==> config.mk <==
export PLATFORM = sky130hd
export DESIGN_NAME = atm_controller_param
export DESIGN_NICKNAME = d
export VERILOG_FILES = /design/src/rtl/atm_controller_param.sv
export SDC_FILE = /design/constraint.sdc
export NUM_CORES = 1
export LEC_CHECK = 0
export CAP_MARGIN = 20
export CORE_ASPECT_RATIO = 1.5
export CORE_MARGIN = 1
export CORE_UTILIZATION = 56
export CTS_CLUSTER_DIAMETER = 40
export CTS_CLUSTER_SIZE = 25
export DETAILED_ROUTE_END_ITERATION = 8
export PLACE_DENSITY = 0.77
export SLEW_MARGIN = 20
export SYNTH_ARGS = -nofsm -noshare
export SYNTH_HDL_FRONTEND = slang
export SYNTH_SLANG_ARGS = --single-unit
export TNS_END_PERCENT = 50
==> constraint.sdc <==
create_clock -name clk -period 12.1 [get_ports clk]
set_input_delay 2.42 -clock clk [delete_from_list [all_inputs] [get_ports clk]]
set_output_delay 2.42 -clock clk [all_outputs]
set_load 0.01 [all_outputs]
==> src/rtl/atm_controller_param.sv <==
// atm_controller_param: card detection, BCD PIN check with lockout, and
// deposit/withdrawal against an internal balance with a daily withdrawal limit.
module atm_controller_param #(
    parameter int unsigned           PIN_DIGITS     = 4,
    parameter logic [31:0]           PIN_CORRECTO   = 32'h0000_4756,
    parameter int unsigned           MAX_INTENTOS   = 3,
    parameter int unsigned           MONTO_W        = 32,
    parameter int unsigned           BALANCE_W      = 64,
    parameter logic [BALANCE_W-1:0]  BALANCE_INIT   = BALANCE_W'(4500),
    parameter logic [BALANCE_W-1:0]  LIMITE_RETIRO  = BALANCE_W'(20000),
    parameter int unsigned           TIMEOUT_CICLOS = 1000
) (
    input  logic                 clk,
    input  logic                 rst,
    input  logic                 tarjeta_recibida,
    input  logic                 tipo_trans,
    input  logic                 add_digit,
    input  logic [3:0]           digito,
    input  logic                 monto_stb,
    input  logic [MONTO_W-1:0]   monto,
    input  logic                 cancelar,
    input  logic                 nuevo_dia,
    output logic                 balance_actualizado,
    output logic                 entregar_dinero,
    output logic                 pin_incorrecto,
    output logic                 fondos_insuficientes,
    output logic                 limite_excedido,
    output logic                 timeout,
    output logic                 advertencia,
    output logic                 bloqueo,
    output logic [BALANCE_W-1:0] balance,
    output logic [3:0]           intentos
);
    localparam int unsigned PIN_W = 4 * PIN_DIGITS;
    localparam int unsigned CNT_W = $clog2(PIN_DIGITS + 1);
    localparam int unsigned TMR_W = (TIMEOUT_CICLOS == 0) ? 1 : $clog2(TIMEOUT_CICLOS + 1);

    typedef enum logic [2:0] {
        ESPERANDO, INGRESO_PIN, VERIFICAR, DEPOSITO, RETIRO, BLOQUEO
    } state_t;

    state_t               state_q, state_d;
    logic [PIN_W-1:0]     pin_q, pin_d;
    logic [CNT_W-1:0]     cnt_q, cnt_d;
    logic [TMR_W-1:0]     timer_q, timer_d;
    logic [BALANCE_W-1:0] balance_q, balance_d;
    logic [BALANCE_W-1:0] acum_q, acum_d;
    logic [3:0]           intentos_q, intentos_d;
    logic                 advertencia_q, advertencia_d;
    logic                 bloqueo_q, bloqueo_d;
    logic                 bal_upd_q, bal_upd_d;
    logic                 entregar_q, entregar_d;
    logic                 pin_inc_q, pin_inc_d;
    logic                 fondos_q, fondos_d;
    logic                 limite_q, limite_d;
    logic                 timeout_q, timeout_d;

    // Shared decode of the current cycle's inputs against state
    logic                 digit_ok, pin_last, pin_match, lock_hit, timer_hit, counting;
    logic [3:0]           intentos_inc;
    logic [BALANCE_W-1:0] monto_ext, acum_base;
    logic [BALANCE_W:0]   dep_sum, ret_sum;
    logic                 sin_fondos, excede;

    assign digit_ok     = add_digit && (digito <= 4'd9);
    assign pin_last     = digit_ok && (cnt_q == CNT_W'(PIN_DIGITS - 1));
    assign pin_match    = (pin_q == PIN_CORRECTO[PIN_W-1:0]);
    assign intentos_inc = intentos_q + 4'd1;
    assign lock_hit     = (intentos_inc == 4'(MAX_INTENTOS));
    assign timer_hit    = (TIMEOUT_CICLOS != 0) && (timer_q == TMR_W'(TIMEOUT_CICLOS - 1));
    assign monto_ext    = BALANCE_W'(monto);
    assign acum_base    = nuevo_dia ? '0 : acum_q;
    assign dep_sum      = {1'b0, balance_q} + {1'b0, monto_ext};
    assign ret_sum      = {1'b0, acum_base} + {1'b0, monto_ext};
    assign sin_fondos   = (monto_ext > balance_q);
    assign excede       = (ret_sum > {1'b0, LIMITE_RETIRO});
    // Timer runs only while staying in a waiting state with no keypad strobe
    assign counting     = (TIMEOUT_CICLOS != 0) && (state_d == state_q) &&
                          (state_q inside {INGRESO_PIN, DEPOSITO, RETIRO}) &&
                          !(state_q == INGRESO_PIN && add_digit);

    // State and output registers
    always_ff @(posedge clk or negedge rst) begin
        if (!rst) begin
            state_q       <= ESPERANDO;
            pin_q         <= '0;
            cnt_q         <= '0;
            timer_q       <= '0;
            balance_q     <= BALANCE_INIT;
            acum_q        <= '0;
            intentos_q    <= '0;
            advertencia_q <= 1'b0;
            bloqueo_q     <= 1'b0;
            bal_upd_q     <= 1'b0;
            entregar_q    <= 1'b0;
            pin_inc_q     <= 1'b0;
            fondos_q      <= 1'b0;
            limite_q      <= 1'b0;
            timeout_q     <= 1'b0;
        end else begin
            state_q       <= state_d;
            pin_q         <= pin_d;
            cnt_q         <= cnt_d;
            timer_q       <= timer_d;
            balance_q     <= balance_d;
            acum_q        <= acum_d;
            intentos_q    <= intentos_d;
            advertencia_q <= advertencia_d;
            bloqueo_q     <= bloqueo_d;
            bal_upd_q     <= bal_upd_d;
            entregar_q    <= entregar_d;
            pin_inc_q     <= pin_inc_d;
            fondos_q      <= fondos_d;
            limite_q      <= limite_d;
            timeout_q     <= timeout_d;
        end
    end

    // Next-state selection; cancel beats strobes, strobes beat timeout
    always_comb begin
        state_d = state_q;
        case (state_q)
            ESPERANDO:   if (tarjeta_recibida) state_d = INGRESO_PIN;
            INGRESO_PIN: begin
                if (cancelar)                     state_d = ESPERANDO;
                else if (pin_last)                state_d = VERIFICAR;
                else if (!add_digit && timer_hit) state_d = ESPERANDO;
            end
            VERIFICAR: begin
                if (cancelar)       state_d = ESPERANDO;
                else if (pin_match) state_d = tipo_trans ? RETIRO : DEPOSITO;
                else if (lock_hit)  state_d = BLOQUEO;
                else                state_d = INGRESO_PIN;
            end
            DEPOSITO, RETIRO: begin
                if (cancelar || monto_stb || timer_hit) state_d = ESPERANDO;
            end
            BLOQUEO:     state_d = BLOQUEO;
            default:     state_d = ESPERANDO;
        endcase
    end

    // Datapath and output next values
    always_comb begin
        pin_d         = pin_q;
        cnt_d         = cnt_q;
        timer_d       = counting ? timer_q + TMR_W'(1) : '0;
        balance_d     = balance_q;
        acum_d        = nuevo_dia ? '0 : acum_q;
        intentos_d    = intentos_q;
        advertencia_d = advertencia_q;
        bloqueo_d     = (state_d == BLOQUEO);
        bal_upd_d     = 1'b0;
        entregar_d    = 1'b0;
        pin_inc_d     = 1'b0;
        fondos_d      = 1'b0;
        limite_d      = 1'b0;
        timeout_d     = 1'b0;
        case (state_q)
            ESPERANDO: begin
                if (tarjeta_recibida) begin
                    pin_d = '0;
                    cnt_d = '0;
                end
            end
            INGRESO_PIN: begin
                if (cancelar) begin
                    pin_d = '0;
                    cnt_d = '0;
                end else if (digit_ok) begin
                    pin_d = PIN_W'({pin_q, digito});
                    cnt_d = cnt_q + CNT_W'(1);
                end else if (!add_digit && timer_hit) begin
                    timeout_d = 1'b1;
                    pin_d     = '0;
                    cnt_d     = '0;
                end
            end
            VERIFICAR: begin
                pin_d = '0;
                cnt_d = '0;
                if (!cancelar) begin
                    if (pin_match) begin
                        intentos_d    = '0;
                        advertencia_d = 1'b0;
                    end else begin
                        intentos_d = intentos_inc;
                        pin_inc_d  = 1'b1;
                        if (!lock_hit && intentos_inc == 4'(MAX_INTENTOS - 1))
                            advertencia_d = 1'b1;
                    end
                end
            end
            DEPOSITO: begin
                if (!cancelar && monto_stb) begin
                    balance_d = dep_sum[BALANCE_W] ? '1 : dep_sum[BALANCE_W-1:0];
                    bal_upd_d = 1'b1;
                end else if (!cancelar && timer_hit) begin
                    timeout_d = 1'b1;
                end
            end
            RETIRO: begin
                if (!cancelar && monto_stb) begin
                    if (sin_fondos) begin
                        fondos_d = 1'b1;
                    end else if (excede) begin
                        limite_d = 1'b1;
                    end else begin
                        balance_d  = balance_q - monto_ext;
                        acum_d     = ret_sum[BALANCE_W-1:0];
                        entregar_d = 1'b1;
                        bal_upd_d  = 1'b1;
                    end
                end else if (!cancelar && timer_hit) begin
                    timeout_d = 1'b1;
                end
            end
            default: ;
        endcase
    end

    assign balance_actualizado  = bal_upd_q;
    assign entregar_dinero      = entregar_q;
    assign pin_incorrecto       = pin_inc_q;
    assign fondos_insuficientes = fondos_q;
    assign limite_excedido      = limite_q;
    assign timeout              = timeout_q;
    assign advertencia          = advertencia_q;
    assign bloqueo              = bloqueo_q;
    assign balance              = balance_q;
    assign intentos             = intentos_q;
endmodule
# == Word-level counts from Yosys, hierarchy flattened ==
# Cells that the tools add are included.
# totals
input_bits,44
elab_cells,125
ff_bits,172
output_inout_bits,76
# op_classes
bitwise,1
order_cmp,3
eq_ne,18
addsub,6
n_mux,57
reduce_logical,25
# op_table
operator,count
64-bit two-way mux,10
64-bit by 32-bit adder with 65-bit output,2
64-bit case mux with 2 select lines,1
"65-bit by 15-bit > comparator with 1-bit output, second input constant",1
32-bit by 64-bit > comparator with 1-bit output,1
16-bit two-way mux,4
64-bit by 32-bit subtractor with 64-bit output,1
16-bit case mux with 3 select lines,1
3-bit two-way mux,13
1-bit two-way mux,22
"16-bit by 15-bit equality test with 1-bit output, second input constant",1
3-bit case mux with 5 select lines,1
"10-bit by 1-bit adder with 10-bit output, second input constant",1
"10-bit equality test, second input constant",1
10-bit two-way mux,1
"3-bit by 2-bit equality test with 1-bit output, second input constant",3
"3-bit equality test, second input constant",3
1-bit logical AND,9
3-bit case mux with 3 select lines,1
"4-bit by 2-bit equality test with 1-bit output, second input constant",2
"2-bit != test, second input constant",3
3-bit AND reduction,2
3-bit nonzero test,2
5-bit AND reduction,1
other kinds (16),23

# == Logic depth before layout (Yosys ltp) ==
# depth
depth_word,10
ltp_mapped,23
depth_no_buf,16

# == Worst setup path before layout ==
# Ideal clock, no wire load.
# synth_path
path_type,input port to flip-flop
from,input nuevo_dia
to,"register balance_q[24], in the netlist balance[24]"
setup_time_ps,127
slack_ps,5104
required_ps,11973
n_path_buf,5
cell_stages,21
arrival_time_ps,6868
cell_sequence,buf_4 clkbuf_1 clkbuf_1 nor2b_1 ha_1 fa_1 a21o_1 a221o_1 a21o_1 a211oi_1 or3b_2 and4b_1 or4b_1 nor4_2 nand4_1 nor2_4 nor2_2 inv_2 buf_4 buf_6 mux2_1
# synth_via
elab_chain_len,5
# synth_rtl
element,line_no,rtl
start: declaration,22,"input logic nuevo_dia,"
64-bit two-way mux,72,assign acum_base = nuevo_dia ? '0 : acum_q;
64-bit by 32-bit adder with 65-bit output,74,"assign ret_sum = {1'b0, acum_base} + {1'b0, monto_ext};"
65-bit by 15-bit > comparator with 1-bit output,76,"assign excede = (ret_sum > {1'b0, LIMITE_RETIRO});"
2-bit != test (no source line),n/a,
5-bit AND reduction (no source line),n/a,
end signal: assignment,105,balance_q <= balance_d;
end: declaration,46,"logic [BALANCE_W-1:0] balance_q, balance_d;"
# Every way passes these cells.
# A chain may end at the register's enable or synchronous reset.

# == Worst setup path in the final report ==
# layout_path
from,input nuevo_dia
to,"register balance_q[5], in the netlist balance[5]"
# The elaborated chain is that of the path after synthesis.

==> run_summary.xml <==
<?xml version="1.0" encoding="UTF-8"?>
<metrics>
  <group name="status">
    <metric name="status" unit="">finished, final reports clean</metric>
  </group>
  <group name="sta">
    <metric name="setup_viol" unit="">0</metric>
    <metric name="post_route_fraction_of_the_period_consumed_by_the_critical_path" unit="">0.7048</metric>
    <metric name="worst_clock_skew_on_the_final_layout" unit="ns">0.01521</metric>
    <metric name="fmax" unit="MHz">117.3</metric>
    <metric name="timing.final.max_slew_violations" unit="">0</metric>
    <metric name="min_clock_period_post_route" unit="ns">8.528</metric>
    <metric name="timing_hold_violations_final" unit="">0</metric>
    <metric name="whs" unit="ns">0.4977</metric>
    <metric name="fin_setup_tns" unit="ns">0</metric>
    <metric name="tightest_slew" unit="ns">1.168</metric>
    <metric name="relSlewSlack" unit="">0.2156</metric>
    <metric name="layout_setup_ws" unit="ns">3.572</metric>
    <metric name="grt_setup_unrepaired" unit="">false</metric>
  </group>
  <group name="drt">
    <metric name="totalWireLength" unit="um">61370</metric>
    <metric name="dr.pass1.iters" unit="">8</metric>
    <metric name="postRouteAntennaNets" unit="">0</metric>
    <metric name="drt-wirelength-per-cell" unit="um">25.36</metric>
    <metric name="drt_drc_violations_left" unit="">0</metric>
    <metric name="drt-vias-per-instance" unit="">6.926</metric>
    <metric name="routed_vias" unit="">16760</metric>
    <metric name="first_iter_violations" unit="">1445</metric>
  </group>
  <group name="global_routing">
    <metric name="pin_count_of_the_biggest_net_entering_global_routing" unit="">88</metric>
    <metric name="grt_antenna_before_repair" unit="">0</metric>
    <metric name="gr-usage-all-layers" unit="">0.4236</metric>
    <metric name="grt_first_pass_wirelength" unit="um">93860</metric>
    <metric name="number_of_global_route_vias_before_repair" unit="">16380</metric>
    <metric name="grt_overflow" unit="">0</metric>
  </group>
  <group name="critical_path">
    <metric name="reg_to_reg_start" unit="">acum_q[27]</metric>
    <metric name="start_point_of_the_critical_path" unit="">nuevo_dia</metric>
    <metric name="arrival" unit="ns">8.88</metric>
    <metric name="timing.critical_path.from_type" unit="">input port</metric>
    <metric name="cp_max_fo" unit="">40</metric>
    <metric name="timing_worst_setup_path_type" unit="">in2reg</metric>
    <metric name="worst_ep_required_time" unit="ns">12.46</metric>
    <metric name="worst-r2r-cell-count" unit="">14</metric>
    <metric name="timing.critical_path.to_type" unit="">flop</metric>
  </group>
  <group name="cells_and_area">
    <metric name="areaGrowthSynthToFinish" unit="%">12.18</metric>
    <metric name="fin_nets" unit="">2210</metric>
    <metric name="most_used_cells_in_the_layout_excluding_fill_and_tap_cells" unit="">168 x sky130_fd_sc_hd__nand2_1, 167 x sky130_fd_sc_hd__dfrtp_1, 158 x sky130_fd_sc_hd__nor2_1, 146 x sky130_fd_sc_hd__a21oi_1, 140 x sky130_fd_sc_hd__o21ai_0</metric>
    <metric name="antenna_cells" unit="">0</metric>
    <metric name="finalCoreUtilization" unit="">0.6392</metric>
    <metric name="drive_gt1_frac" unit="">0.07473</metric>
    <metric name="fillCellCount" unit="">2440</metric>
    <metric name="mostFrequentLayoutCell" unit="">sky130_fd_sc_hd__nand2_1</metric>
  </group>
  <group name="floorplanning">
    <metric name="dieArea" unit="mm^2">0.02915</metric>
    <metric name="initial_standard_cell_utilization_of_the_core" unit="">0.5698</metric>
    <metric name="die_w" unit="um">139.7</metric>
    <metric name="rows" unit="">75</metric>
    <metric name="chipHeight" unit="um">208.6</metric>
    <metric name="io_pins" unit="">120</metric>
    <metric name="core_area" unit="mm^2">0.02796</metric>
  </group>
  <group name="clock_tree">
    <metric name="clock_latency" unit="ns">0.47</metric>
    <metric name="clock_tree_from_tritoncts" unit="">yes</metric>
    <metric name="post_cts_hold_buffer_count" unit="">0</metric>
    <metric name="clk_transition_reported_paths" unit="ns">0.09</metric>
    <metric name="cts_made_buffers" unit="">17</metric>
    <metric name="cts_root_buf" unit="">sky130_fd_sc_hd__clkbuf_16</metric>
    <metric name="cts.htree.levels" unit="">4</metric>
    <metric name="max_clock_buf_depth" unit="">2</metric>
    <metric name="post_cts_setup_repair_bufs" unit="">0</metric>
    <metric name="post_cts_resized" unit="">0</metric>
    <metric name="tritoncts_num_sinks" unit="">172</metric>
  </group>
  <group name="yosys">
    <metric name="synth.ff_latch_count" unit="">172</metric>
    <metric name="seq_area_frac_synth" unit="">0.2705</metric>
    <metric name="syn-mean-instance-area" unit="um^2">7.924</metric>
    <metric name="ys.flop_type" unit="">sky130_fd_sc_hd__dfrtp_1</metric>
    <metric name="synth.yosys.warnings" unit="">0</metric>
    <metric name="synth-edff-count" unit="">0</metric>
    <metric name="async_flop_share" unit="">1.000</metric>
    <metric name="synthesis.area" unit="mm^2">0.01594</metric>
    <metric name="synthesis.instances" unit="">2011</metric>
    <metric name="syn-num-nets" unit="">2160</metric>
    <metric name="yosys.cell_types.count" unit="">102</metric>
  </group>
  <group name="placement">
    <metric name="gp_routability_congestion" unit="">1.082</metric>
    <metric name="io_buffers" unit="">119</metric>
    <metric name="post-place-ws" unit="ns">3.193</metric>
    <metric name="hpwl_dp" unit="um">45280</metric>
  </group>
  <group name="min_path">
    <metric name="worstHoldStart" unit="">pin_q[12]</metric>
    <metric name="min_path_cells" unit="">1</metric>
    <metric name="path_type_of_the_worst_min_delay_path" unit="">reg2reg</metric>
  </group>
  <group name="power_and_ir_drop">
    <metric name="power.ir.vdd_worst" unit="mV">0.09488</metric>
    <metric name="power.density" unit="mW/mm^2">73.57</metric>
    <metric name="leakage" unit="nW">8.090</metric>
  </group>
  <group name="run">
    <metric name="timing.max_cap.violations" unit="">0</metric>
  </group>
</metrics>
through the flow:
stage | area, um^2 | cells | power (mW)
2_1_floorplan | 15940 | 2011 | 0.6729
3_3_place_gp | 17230 | 2387 | 0.7301
3_5_place_dp | 17230 | 2387 | 0.7326
4_1_cts | 17860 | 2419 | 1.313
5_1_grt | 17880 | 2420 | 1.353
6_report | 17880 | 2420 | 1.315
sequential cells by signal, summed over array words and instances, names as in the netlist:
| register | count |
|---|---|
| acum_q | 64 |
| advertencia | 1 |
| balance | 64 |
| balance_actualizado | 1 |
| bloqueo | 1 |
| cnt_q | 3 |
| entregar_dinero | 1 |
| fondos_insuficientes | 1 |
| intentos | 4 |
| limite_excedido | 1 |
| pin_incorrecto | 1 |
| pin_q | 16 |
| state_q | 3 |
| timeout | 1 |
| timer_q | 10 |
path summary, 6_finish.rpt:
kind / to / slack [ns]
hold / removal: pin_q[12] / 0.50
setup / recovery: balance[5] / 3.57
setup reg to reg: balance[5] / 6.01
min in group asynchronous: acum_q[53] / 1.94
max in group asynchronous: balance[31] / 8.86
hold reg to reg: pin_q[12] / 0.50
per-layer routing:
layer	up-vias	routed length (um)	part of all wire	track usage
li1	7595	-	-	-
met1	8020	20480	0.33	0.4237
met2	865	30800	0.50	0.7441
met3	282	4567	0.074	0.09899
met4	0	5533	0.090	0.3501
met5	-	0	0	0
cell families (layout without fill, tap and decap cells):
logic type / Yosys count / after routing / share of synthesized area
buffers and inverters: 208 / 271 / 0.05418
AND/OR/NAND/NOR: 799 / 799 / 0.2667
flip-flops: 172 / 172 / 0.2705
adder cells (fa/ha/maj): 105 / 105 / 0.08386
XOR/XNOR: 31 / 31 / 0.01704
AO/OA/AOI/OAI: 643 / 643 / 0.2710
multiplexers: 53 / 53 / 0.03675
power breakdown:
part / total, mW / internal [mW] / switching (mW) / leakage (nW)
sequential: 0.580 / 0.576 / 0.00363 / 2.35
combinational: 0.146 / 0.0511 / 0.0952 / 5.44
clock: 0.589 / 0.286 / 0.303 / 0.302
total: 1.32 / 0.913 / 0.402 / 8.09
critical path, cell delays in order:
cell	delay [ns]
sky130_fd_sc_hd__buf_2	0.45
sky130_fd_sc_hd__buf_4	0.48
sky130_fd_sc_hd__nor2b_1	0.13
sky130_fd_sc_hd__ha_1	0.25
sky130_fd_sc_hd__fa_1	0.42
sky130_fd_sc_hd__a21o_1	0.23
sky130_fd_sc_hd__a221oi_1	0.33
sky130_fd_sc_hd__o21ai_0	0.21
sky130_fd_sc_hd__a21oi_1	0.45
sky130_fd_sc_hd__o32ai_1	0.25
sky130_fd_sc_hd__nor4_1	0.49
sky130_fd_sc_hd__and4_1	0.29
sky130_fd_sc_hd__nand4_1	0.10
sky130_fd_sc_hd__or4_4	0.58
sky130_fd_sc_hd__nor2_4	0.20
sky130_fd_sc_hd__nor2_2	0.14
sky130_fd_sc_hd__inv_2	0.64
sky130_fd_sc_hd__buf_4	0.38
sky130_fd_sc_hd__mux2_2	0.38
final cells by class:
| class | count | area [um^2] | share of cell area |
|---|---|---|---|
| inverter | 101 | 379.1 | 0.02121 |
| sequential | 172 | 4310 | 0.2411 |
| timing repair buffer | 138 | 1330 | 0.07440 |
| clock buffer | 17 | 425.4 | 0.02380 |
| tap | 346 | 432.9 | 0.02422 |
| clock inverter | 15 | 203.9 | 0.01141 |
| multi-input combinational | 1631 | 10790 | 0.6038 |
Yosys cell counts (all sizes together), types with 7 or more instances:
master     n  share of area
or2       19         0.0075
and3      35          0.014
dfrtp    167           0.26
o311ai    20          0.011
nand4     56          0.023
nor2     162          0.039
a211oi    15         0.0074
ha       102          0.080
mux2i     12         0.0075
clkbuf    81          0.019
nor3      68          0.021
o22a       8         0.0044
o41ai      7         0.0038
o221ai     9         0.0049
and4      15         0.0082
buf       26          0.011
nor2b     73          0.029
a21o      44          0.021
and2      15         0.0060
o22ai     14         0.0059
a221oi     9         0.0049
o2111ai    8         0.0044
a21oi    147          0.046
nor4      21         0.0096
xor2      15         0.0082
o31ai     22          0.010
nand2    168          0.040
or3       27          0.011
a22o      26          0.014
o21ai    150          0.047
nand3     49          0.015
or3b       7         0.0038
o21a      19         0.0090
o211ai    23          0.011
nand2b    40          0.016
inv      101          0.024
mux2      41          0.029
a31oi     33          0.013
xnor2     16         0.0088
o21bai    14         0.0066
nand3b     9         0.0042
or4        9         0.0045
Power figures use the tool's default switching activity.
